$ cat src/rtl/pipe_skid_reg.sv
// pipe_skid_reg: valid/ready pipeline stage with two-entry skid buffer, bubble fill and saturating stall counter
module pipe_skid_reg #(
  parameter int                DATA_W     = 64,
  parameter logic [DATA_W-1:0] BUBBLE_VAL = {DATA_W{1'b0}},
  parameter int                CNT_W      = 16
) (
  input  logic              clk_i,
  input  logic              rst_i,
  input  logic              flush_i,
  input  logic              in_valid_i,
  output logic              in_ready_o,
  input  logic [DATA_W-1:0] in_data_i,
  output logic              out_valid_o,
  input  logic              out_ready_i,
  output logic [DATA_W-1:0] out_data_o,
  output logic [CNT_W-1:0]  stall_cnt_o
);
  typedef enum logic [1:0] {EMPTY, ONE, FULL} state_t;
  state_t            r_state;
  logic [DATA_W-1:0] r_main, r_skid;
  logic [CNT_W-1:0]  r_cnt;
  logic              r_in_ready, r_out_valid;
  logic              w_in_fire, w_out_fire, w_stall;
  assign w_in_fire   = in_valid_i & r_in_ready;
  assign w_out_fire  = r_out_valid & out_ready_i;
  assign w_stall     = r_out_valid & ~out_ready_i & ~flush_i;
  assign in_ready_o  = r_in_ready;
  assign out_valid_o = r_out_valid;
  assign out_data_o  = r_main;
  assign stall_cnt_o = r_cnt;
  // ready/valid flags are kept as their own flops so in_ready_o has no path from out_ready_i
  always_ff @(posedge clk_i or posedge rst_i) begin
    if (rst_i) begin
      r_state     <= EMPTY;
      r_main      <= BUBBLE_VAL;
      r_skid      <= BUBBLE_VAL;
      r_cnt       <= '0;
      r_in_ready  <= 1'b1;
      r_out_valid <= 1'b0;
    end else begin
      if (w_stall && r_cnt != {CNT_W{1'b1}}) r_cnt <= r_cnt + 1'b1;
      if (flush_i) begin
        r_state     <= EMPTY;
        r_main      <= BUBBLE_VAL;
        r_skid      <= BUBBLE_VAL;
        r_in_ready  <= 1'b1;
        r_out_valid <= 1'b0;
      end else begin
        case (r_state)
          EMPTY: if (w_in_fire) begin
            r_main      <= in_data_i;
            r_state     <= ONE;
            r_out_valid <= 1'b1;
          end
          ONE: begin
            if (w_in_fire && w_out_fire) r_main <= in_data_i;
            else if (w_out_fire) begin
              r_main      <= BUBBLE_VAL;
              r_state     <= EMPTY;
              r_out_valid <= 1'b0;
            end else if (w_in_fire) begin
              r_skid     <= in_data_i;
              r_state    <= FULL;
              r_in_ready <= 1'b0;
            end
          end
          FULL: if (w_out_fire) begin
            r_main     <= r_skid;
            r_skid     <= BUBBLE_VAL;
            r_state    <= ONE;
            r_in_ready <= 1'b1;
          end
          default: begin
            r_state     <= EMPTY;
            r_main      <= BUBBLE_VAL;
            r_skid      <= BUBBLE_VAL;
            r_in_ready  <= 1'b1;
            r_out_valid <= 1'b0;
          end
        endcase
      end
    end
  end
endmodule

$ cat config.mk
export PLATFORM = sky130hd
export DESIGN_NAME = pipe_skid_reg
export DESIGN_NICKNAME = d
export VERILOG_FILES = /design/src/rtl/pipe_skid_reg.sv
export SDC_FILE = /design/constraint.sdc
export NUM_CORES = 1
export LEC_CHECK = 0
export ABC_AREA = 0
export CAP_MARGIN = 20
export CORE_ASPECT_RATIO = 0.5
export CORE_MARGIN = 4
export CORE_UTILIZATION = 31
export DETAILED_ROUTE_END_ITERATION = 6
export GPL_TIMING_DRIVEN = 0
export PLACE_DENSITY = 0.56
export SETUP_SLACK_MARGIN = 0.02
export SYNTH_ARGS = -nofsm -noshare
export SYNTH_HDL_FRONTEND = slang
export SYNTH_SLANG_ARGS = --single-unit
$ cat constraint.sdc
create_clock -name clk_i -period 8.2 [get_ports clk_i]
set_clock_uncertainty 0.15 [all_clocks]
set_input_delay 0.82 -clock clk_i [delete_from_list [all_inputs] [get_ports clk_i]]
set_output_delay 0.82 -clock clk_i [all_outputs]
set_load 0.05 [all_outputs]
After elaboration in Yosys (flattened, before gate mapping)
Index checks and enable logic that the tools add are counted.
{ "op_classes": {"eq_ne": 13, "n_lt_le_gt_ge": 0, "multipliers": 0, "n_shift": 0, "muxes": 28, "bitwise_logic": 6, "n_addsub": 1, "n_reduce_logical": 7, "n_div": 0} }
{ "op_table": {"columns": ["cell", "n"], "rows": [
  ["$mux 64", 8],
  ["$pmux 64 s3", 2],
  ["$ne 3x3->1 const B", 6],
  ["$add 16x1->16 const B", 1],
  ["$ne 16x16->1 const B", 1],
  ["$mux 2", 6],
  ["$mux 1", 9],
  ["$ne 4x4->1 const B", 2],
  ["$reduce_and 4->1", 2],
  ["$pmux 1 s3", 2],
  ["$pmux 2 s3", 1],
  ["$reduce_and 5->1", 1],
  ["$and 1x1->1", 4],
  ["$ne 2x2->1 const B", 2],
  ["$reduce_and 3->1", 1],
  ["$eq 2x1->1 const B", 1],
  ["$eq 2x2->1 const B", 1],
  ["$logic_and 1x1->1", 2],
  ["$logic_not 2->1", 1],
  ["$not 1->1", 2]
]} }
{ "totals": {"n_memories": 0, "mem_bits_rw": 0, "elab_cells": 61, "register_bits": 148, "latchBits": 0, "mem_bits_ro": 0} }

Longest topological paths before layout
Gate-level depths: netlist (run 1).
{ "logic_depth": {"depth_word": 6, "ltp_mapped": 7} }

Worst setup path before layout (run 1)
No wires, ideal clock.
{ "synth_timing": {"path_kind": "input to register", "startpoint": "input flush_i", "endpoint": "register r_cnt[10] (netlist: stall_cnt_o[10])", "setup_time_ps": 127, "stages": 5, "required_ps": 7923, "setup_slack_ps": 5862, "t_arrival_ps": 2061, "path_cell_list": "buf_2 > or3b_4 > nor3_1 > and3_1 > mux2_1"} }
{ "synth_between": {"elab_chain_cells": 3} }
{ "synth_lines": {"columns": ["item", "line_no", "text"], "rows": [
  ["from (decl)", "9", "input logic flush_i,"],
  ["$not 1->1", "26", "assign w_stall = r_out_valid & ~out_ready_i & ~flush_i;"],
  ["$and 1x1->1", "26", null],
  ["$logic_and 1x1->1", "41", "if (w_stall && r_cnt != {CNT_W{1'b1}}) r_cnt <= r_cnt + 1'b1;"],
  ["to (signal assigned)", "41", null],
  ["to (decl)", "21", "logic [CNT_W-1:0] r_cnt;"]
]} }
Every way passes these cells.
A chain may end at the register's enable or synchronous reset.

Worst setup path in the final report (run 1)
{ "layout_timing": {"startpoint": "register r_in_ready (netlist: in_ready_o)", "endpoint": "output in_ready_o"} }
{ "layout_lines": {"columns": ["item", "line_no", "text"], "rows": [
  ["from (decl)", "22", "logic r_in_ready, r_out_valid;"],
  ["from (signal assigned)", "38", "r_in_ready <= 1'b1;"],
  ["from (signal assigned)", "46", "r_in_ready <= 1'b1;"],
  ["from (signal assigned)", "64", "r_in_ready <= 1'b0;"],
  ["to (decl)", "11", "output logic in_ready_o,"]
]} }
No word-level cell between the ends.

==> impl_metrics.py, run 1 <==
metrics = {
    "power_and_ir_drop": {
        "power_density_nw_per_um2": 243.2,
        "finalPower_mw": 2.081,
        "ir_drop_mv": 0.1533,
        "p_leak_nw": 3.781,
    },
    "setup_path": {
        "path_class": "register to primary output",
        "slowest_stage": "clkdlybuf4s50_1",
        "cp-start-kind": "register",
        "slowest_delay_ps": 820,
        "crit_fanout": 5,
        "path_delay_family": "buffers and inverters",
        "cp_cell_sequence": "clkdlybuf4s50_1",
        "ff2ff_setup_slack_ps": 6040,
        "worstPathArrival_ps": 1840,
        "worst_ep_required_time_ps": 7230,
        "cp_num_buf_inv": 1,
        "critical_path.endpoint_type": "primary output",
    },
    "grt": {
        "grt_pass1_wl_um": 27670,
        "grt_max_degree": 93,
        "groute.usage.overall": 0.1593,
        "grt_antenna_before_repair": 0,
        "grt_pass1_vias": 4939,
        "overflow": 0,
    },
    "hold_path": {
        "min_path_type": "register to register",
    },
    "drt": {
        "via_per_inst": 5.141,
        "initialDrtViolationCount": 255,
        "drc": 0,
        "vias": 4735,
        "routedWlPerCell_um": 18.78,
        "first_pass_iters": 4,
        "drt-total-wl_um": 17300,
        "antenna_left": 0,
    },
    "yosys": {
        "avgSynthCellArea_um2": 12.94,
        "yosys-top-cells-area": "dfrtp_1 60%, a22o_1 9.2%, o2bb2ai_1 9.2%",
        "syn_nets": 543,
        "yosysSeqAreaShare": 0.6053,
        "yosysMostFrequentCell": "dfrtp_1",
        "ys_top_cells_by_count": "147 x dfrtp_1, 64 x a22o_1, 64 x a22oi_1, 64 x o2bb2ai_1, 34 x buf_2",
        "synth_ff_type": "dfrtp_1",
        "yosys_warnings": 0,
        "async_reset_ff_frac": 1.000,
        "yosys.area.top_type_share": 0.6010,
        "synth_edf_count": 0,
        "synth_cells": 473,
        "ys_ff_latch": 148,
        "syn_area_um2": 6121,
        "post-synth-top-area-cell": "dfrtp_1",
        "ys_types": 44,
    },
    "sta": {
        "post-route-period-util": 0.3430,
        "fmax_mhz": 355.6,
        "finalHoldViolCount": 0,
        "maxSlewViolCount": 0,
        "final.min_clock_period_ps": 2812,
        "tns_ps": 0,
        "rsz0062_at_grt": "false",
        "worst_pin_slew_ps": 861.2,
        "whs_ps": 338.2,
        "max_slew_margin": 0.4259,
        "setup_viol": 0,
    },
    "clock_tree": {
        "cts_tree": "built",
        "clk_pin_slew_worst_paths_ps": 60,
        "numCtsBuffers": 17,
        "root_buffer": "clkbuf_16",
        "cts_resized": 0,
        "post_cts_buffers": 0,
        "htree_num_levels": 4,
        "hold_buffers": 0,
        "clk_path_buf_depth": 2,
        "clock_latency_ps": 410,
        "cts.sinks": 148,
    },
    "die": {
        "fp.dieArea_um2": 22190,
        "ios": 151,
        "dieHeight_um": 107.4,
        "rows": 36,
        "core_region_area_um2": 19410,
        "start_util": 0.3153,
        "die_w_um": 206.7,
    },
    "final_layout": {
        "nFillCells": 1797,
        "final_area_um2": 8557,
        "drive_gt1_frac": 0.1176,
        "fin_cells": 921,
        "area_growth_syn_to_layout_pct": 39.80,
        "fin_nets": 712,
        "antenna_cells": 0,
    },
    "flow_run": {
        "drv_cap": 0,
    },
    "placement": {
        "dp_hpwl_um": 11810,
        "place_inst": 889,
        "io_buffers": 149,
        "dpl_cell_area_um2": 7978,
        "gp_congestion": 0.7334,
    },
    "outcome": {
        "outcome": "complete, no violations",
    },
}
-- placed cells by master (no fill, tap or decap), types with 2 or more instances in the layout --
cell type        netlist  routed
a22o_1                64      64
and2_1                 2       2
clkinvlp_4             0       5
clkbuf_16              0      17
a21oi_2                2       2
clkbuf_1               7      10
clkinv_4               0       2
nand2_1               13      13
buf_2                 34      34
clkdlybuf4s50_1        0     149
xnor2_1                5       5
o21ai_1                2       2
a22oi_1               64      64
nand4_1                5       5
dfrtp_1              147     147
nor3_1                 4       4
inv_6                  0       2
o21ai_0                2       2
inv_1                  4       3
nor4_1                 2       2
bufinv_16              0       2
xor2_1                 8       8
a21o_1                 2       2
and3_1                 4       4
o2bb2ai_1             64      64
nor2_1                 6       6
a21oi_1                4       4
nand3_1                6       6
-- cells by family (layout without fill, tap and decap cells) --
group / count (synthesis) / after routing / share of synthesized area
AOI/OAI and AO/OA: 208 / 208 / 0.2784
DFF: 148 / 148 / 0.6053
and+or+nand+nor: 54 / 54 / 0.05376
buffers and inverters: 46 / 228 / 0.03577
xor gates and xnor gates: 13 / 13 / 0.01860
muxes: 3 / 3 / 0.006131
adders and majority gates: 1 / 1 / 0.002044
-- metal layers --
metal	part of all wire	up-vias	track usage
met3	0.029	10	0.03040
met1	0.47	2447	0.2257
li1	-	2196	-
met5	0	-	0
met4	0.011	0	0.04524
met2	0.49	82	0.2508
-- power by group --
part	switching (mW)	internal, mW	total, mW
Clock	0.315	0.458	0.773
Combinational	0.308	0.170	0.478
Sequential	0.0428	0.788	0.830
Total	0.666	1.42	2.08
-- stage by stage --
stage	setup WS [ps]	utilization
2_1_floorplan	3252	-
3_3_place_gp	1044	0.4093
3_5_place_dp	5165	0.4109
4_1_cts	5344	0.4408
5_1_grt	5344	0.4408
6_report	5388	0.4408
-- area by class of cell --
cell class / instances / area (um2) / share of cell area
Sequential cell: 148 / 3705 / 0.4330
Multi-Input combinational cell: 279 / 2197 / 0.2568
Timing Repair Buffer: 150 / 1519 / 0.1775
Clock buffer: 21 / 450.4 / 0.05264
Tap cell: 266 / 332.8 / 0.03889
Buffer: 42 / 203.9 / 0.02383
Clock inverter: 11 / 128.9 / 0.01506
Inverter: 4 / 20.02 / 0.002340
-- final timing paths --
kind,from,endpoint,cells after the start
worst max-delay path,in_ready_o,in_ready_o,1
worst min-delay path,out_data_o[38],out_data_o[38],1
worst max register to register,r_state[0],out_data_o[5],6
worst min register to register,out_data_o[38],out_data_o[38],1
max in group asynchronous,rst_i,r_skid[38],3
min in group asynchronous,rst_i,r_skid[21],2
-- flip-flops by register name (all words and copies together) (netlist names) --
name and cells:
out_data_o 64, r_skid 64, stall_cnt_o 16, r_state 2, in_ready_o 1, out_valid_o 1
Power figures use the tool's default switching activity.
==> run 2: changes to the inputs <==
- PLACE_DENSITY: 0.56 -> 0.58
- clock period: 8.2 -> 2.25 ns (I/O delays scaled with it)
==> impl_metrics.py, run 2 (synthesis results as in run 1) <==
metrics = {
    "drt": {
        "first_pass_iters": 4,
        "initialDrtViolationCount": 281,
        "antenna_left": 0,
        "via_per_inst": 5.125,
        "drt-total-wl_um": 17150,
        "drc": 0,
        "vias": 4746,
        "routedWlPerCell_um": 18.52,
    },
    "sta": {
        "finalHoldViolCount": 0,
        "worst_pin_slew_ps": 583.8,
        "post-route-period-util": 0.9545,
        "max_slew_margin": 0.6108,
        "fin_ws_ps": 102.4,
        "fmax_mhz": 465.6,
        "setup_viol": 0,
        "maxSlewViolCount": 0,
        "rsz0062_at_grt": "true",
        "final.min_clock_period_ps": 2148,
    },
    "outcome": {
        "outcome": "complete, no violations",
    },
    "setup_path": {
        "ff2ff_setup_slack_ps": 140,
        "cp_cell_sequence": "clkdlybuf4s50_1",
        "worstPathArrival_ps": 1770,
        "cp_num_buf_inv": 1,
        "worst_ep_required_time_ps": 1880,
        "critical_path.endpoint_type": "primary output",
        "crit_end": "stall_cnt_o[4]",
        "path_class": "register to primary output",
        "r2r_cells": 5,
        "cp_num_cells": 1,
        "crit_fanout": 6,
        "cp-start-kind": "register",
        "path_delay_family": "buffers and inverters",
        "startpoint": "stall_cnt_o[4]",
        "r2r-end": "out_data_o[57]",
        "slowest_stage": "clkdlybuf4s50_1",
        "r2r_start": "in_ready_o",
        "slowest_delay_ps": 880,
    },
    "hold_path": {
        "min_path_type": "input pin to async pin",
    },
    "placement": {
        "dp_hpwl_um": 12180,
        "place_ws_ps": -167.1,
        "place_inst": 893,
        "gp_congestion": 0.7944,
        "io_buffers": 149,
    },
    "power_and_ir_drop": {
        "finalPower_mw": 7.383,
        "power_density_nw_per_um2": 857.8,
        "p_leak_nw": 3.806,
        "ir_drop_mv": 0.4448,
    },
    "final_layout": {
        "finalCoreUtilization": 0.4433,
        "antenna_cells": 0,
        "layout_commonest_cell": "clkdlybuf4s50_1",
        "area_growth_syn_to_layout_pct": 40.62,
        "drive_gt1_frac": 0.1242,
        "layout_common_cells": "148 x clkdlybuf4s50_1, 147 x dfrtp_1, 64 x a22oi_1, 64 x o2bb2ai_1, 64 x a22o_1",
        "multi_input_area_um2": 2205,
        "fin_nets": 717,
        "seqCellArea_um2": 3705,
        "fin_cells": 926,
        "nFillCells": 1797,
    },
    "grt": {
        "grt_pass1_wl_um": 27660,
        "groute.usage.overall": 0.1586,
        "grt_pass1_vias": 4902,
        "overflow": 0,
        "grt_antenna_before_repair": 0,
        "grt_max_degree": 35,
    },
    "die": {
        "start_util": 0.3153,
        "core_region_area_um2": 19410,
        "die_w_um": 206.7,
        "dieHeight_um": 107.4,
        "fp.dieArea_um2": 22190,
        "rows": 36,
        "ios": 151,
    },
    "clock_tree": {
        "cts_tree": "built",
        "htree_num_levels": 4,
        "root_buffer": "clkbuf_16",
        "cts.sinks": 148,
        "numCtsBuffers": 17,
        "clk_pin_slew_worst_paths_ps": 70,
        "clock_latency_ps": 410,
        "clk_path_buf_depth": 2,
    },
    "flow_run": {
        "drv_cap": 0,
    },
}
run 2: cell types whose count changed in the layout (fill, tap and decap cells not counted), sizes merged:
cell and delta:
inv +3, dlygate4sd2 +1, dlygate4sd3 +1, clkbuf -1, buf +3, bufinv -2
clkinv +2, clkdlybuf4s50 -1, clkinvlp -1
run 2: how the worst min path moves through the flow:
stage	cells after the start	slack [ps]	end
floorplan	1	210	r_skid[59]
global placement	1	320	out_data_o[38]
detailed placement	1	320	out_data_o[25]
CTS	2	60	out_data_o[23]
global route	2	90	out_data_o[29]
finish	2	70	out_data_o[23]
run 2: power by group:
group,leakage [nW],internal [mW],switching [mW],total [mW]
Combinational,1.53,0.633,1.12,1.76
Sequential,2.02,2.87,0.157,3.03
Clock,0.255,1.43,1.17,2.60
run 2: area by class of cell:
cell class	count	area share
Clock buffer	19	0.05030
Clock inverter	13	0.01148
Tap cell	266	0.03867
Buffer	42	0.02399
Timing Repair Buffer	155	0.1868
Sequential cell	148	0.4304
Inverter	4	0.002181
Multi-Input combinational cell	279	0.2561
run 2: metal layers:
metal  GRT usage  vias up  share of wire  routed length (um)
met4     0.03110        0         0.0068                 116
met2      0.2564       82           0.49                8410
li1            -     2209              -                   -
met5           0        -              0                   0
met1      0.2238     2445           0.47                8019
met3     0.03191       10          0.035                 604
run 2: metrics by stage:
| step | hold WS, ps | setup TNS (ps) | cell area (um2) |
|---|---|---|---|
| final | 67.11 | 0 | 8607 |
| after global placement | 322.6 | -211080 | 7949 |
| after CTS | 63.85 | 0 | 8597 |
| after detailed placement | 323.1 | -11680 | 8056 |
| after floorplan | 207.5 | 0 | 6125 |
| after global routing | 90.22 | 0 | 8607 |
run 2: repair_timing:
item,CTS,global route
hold buffers,1,0
pin swaps,0,0
hold endpoints to repair,3,0
endpoints found under the setup margin,1,66
setup buffers,0,0
cloned,0,0
resized for setup,1,2
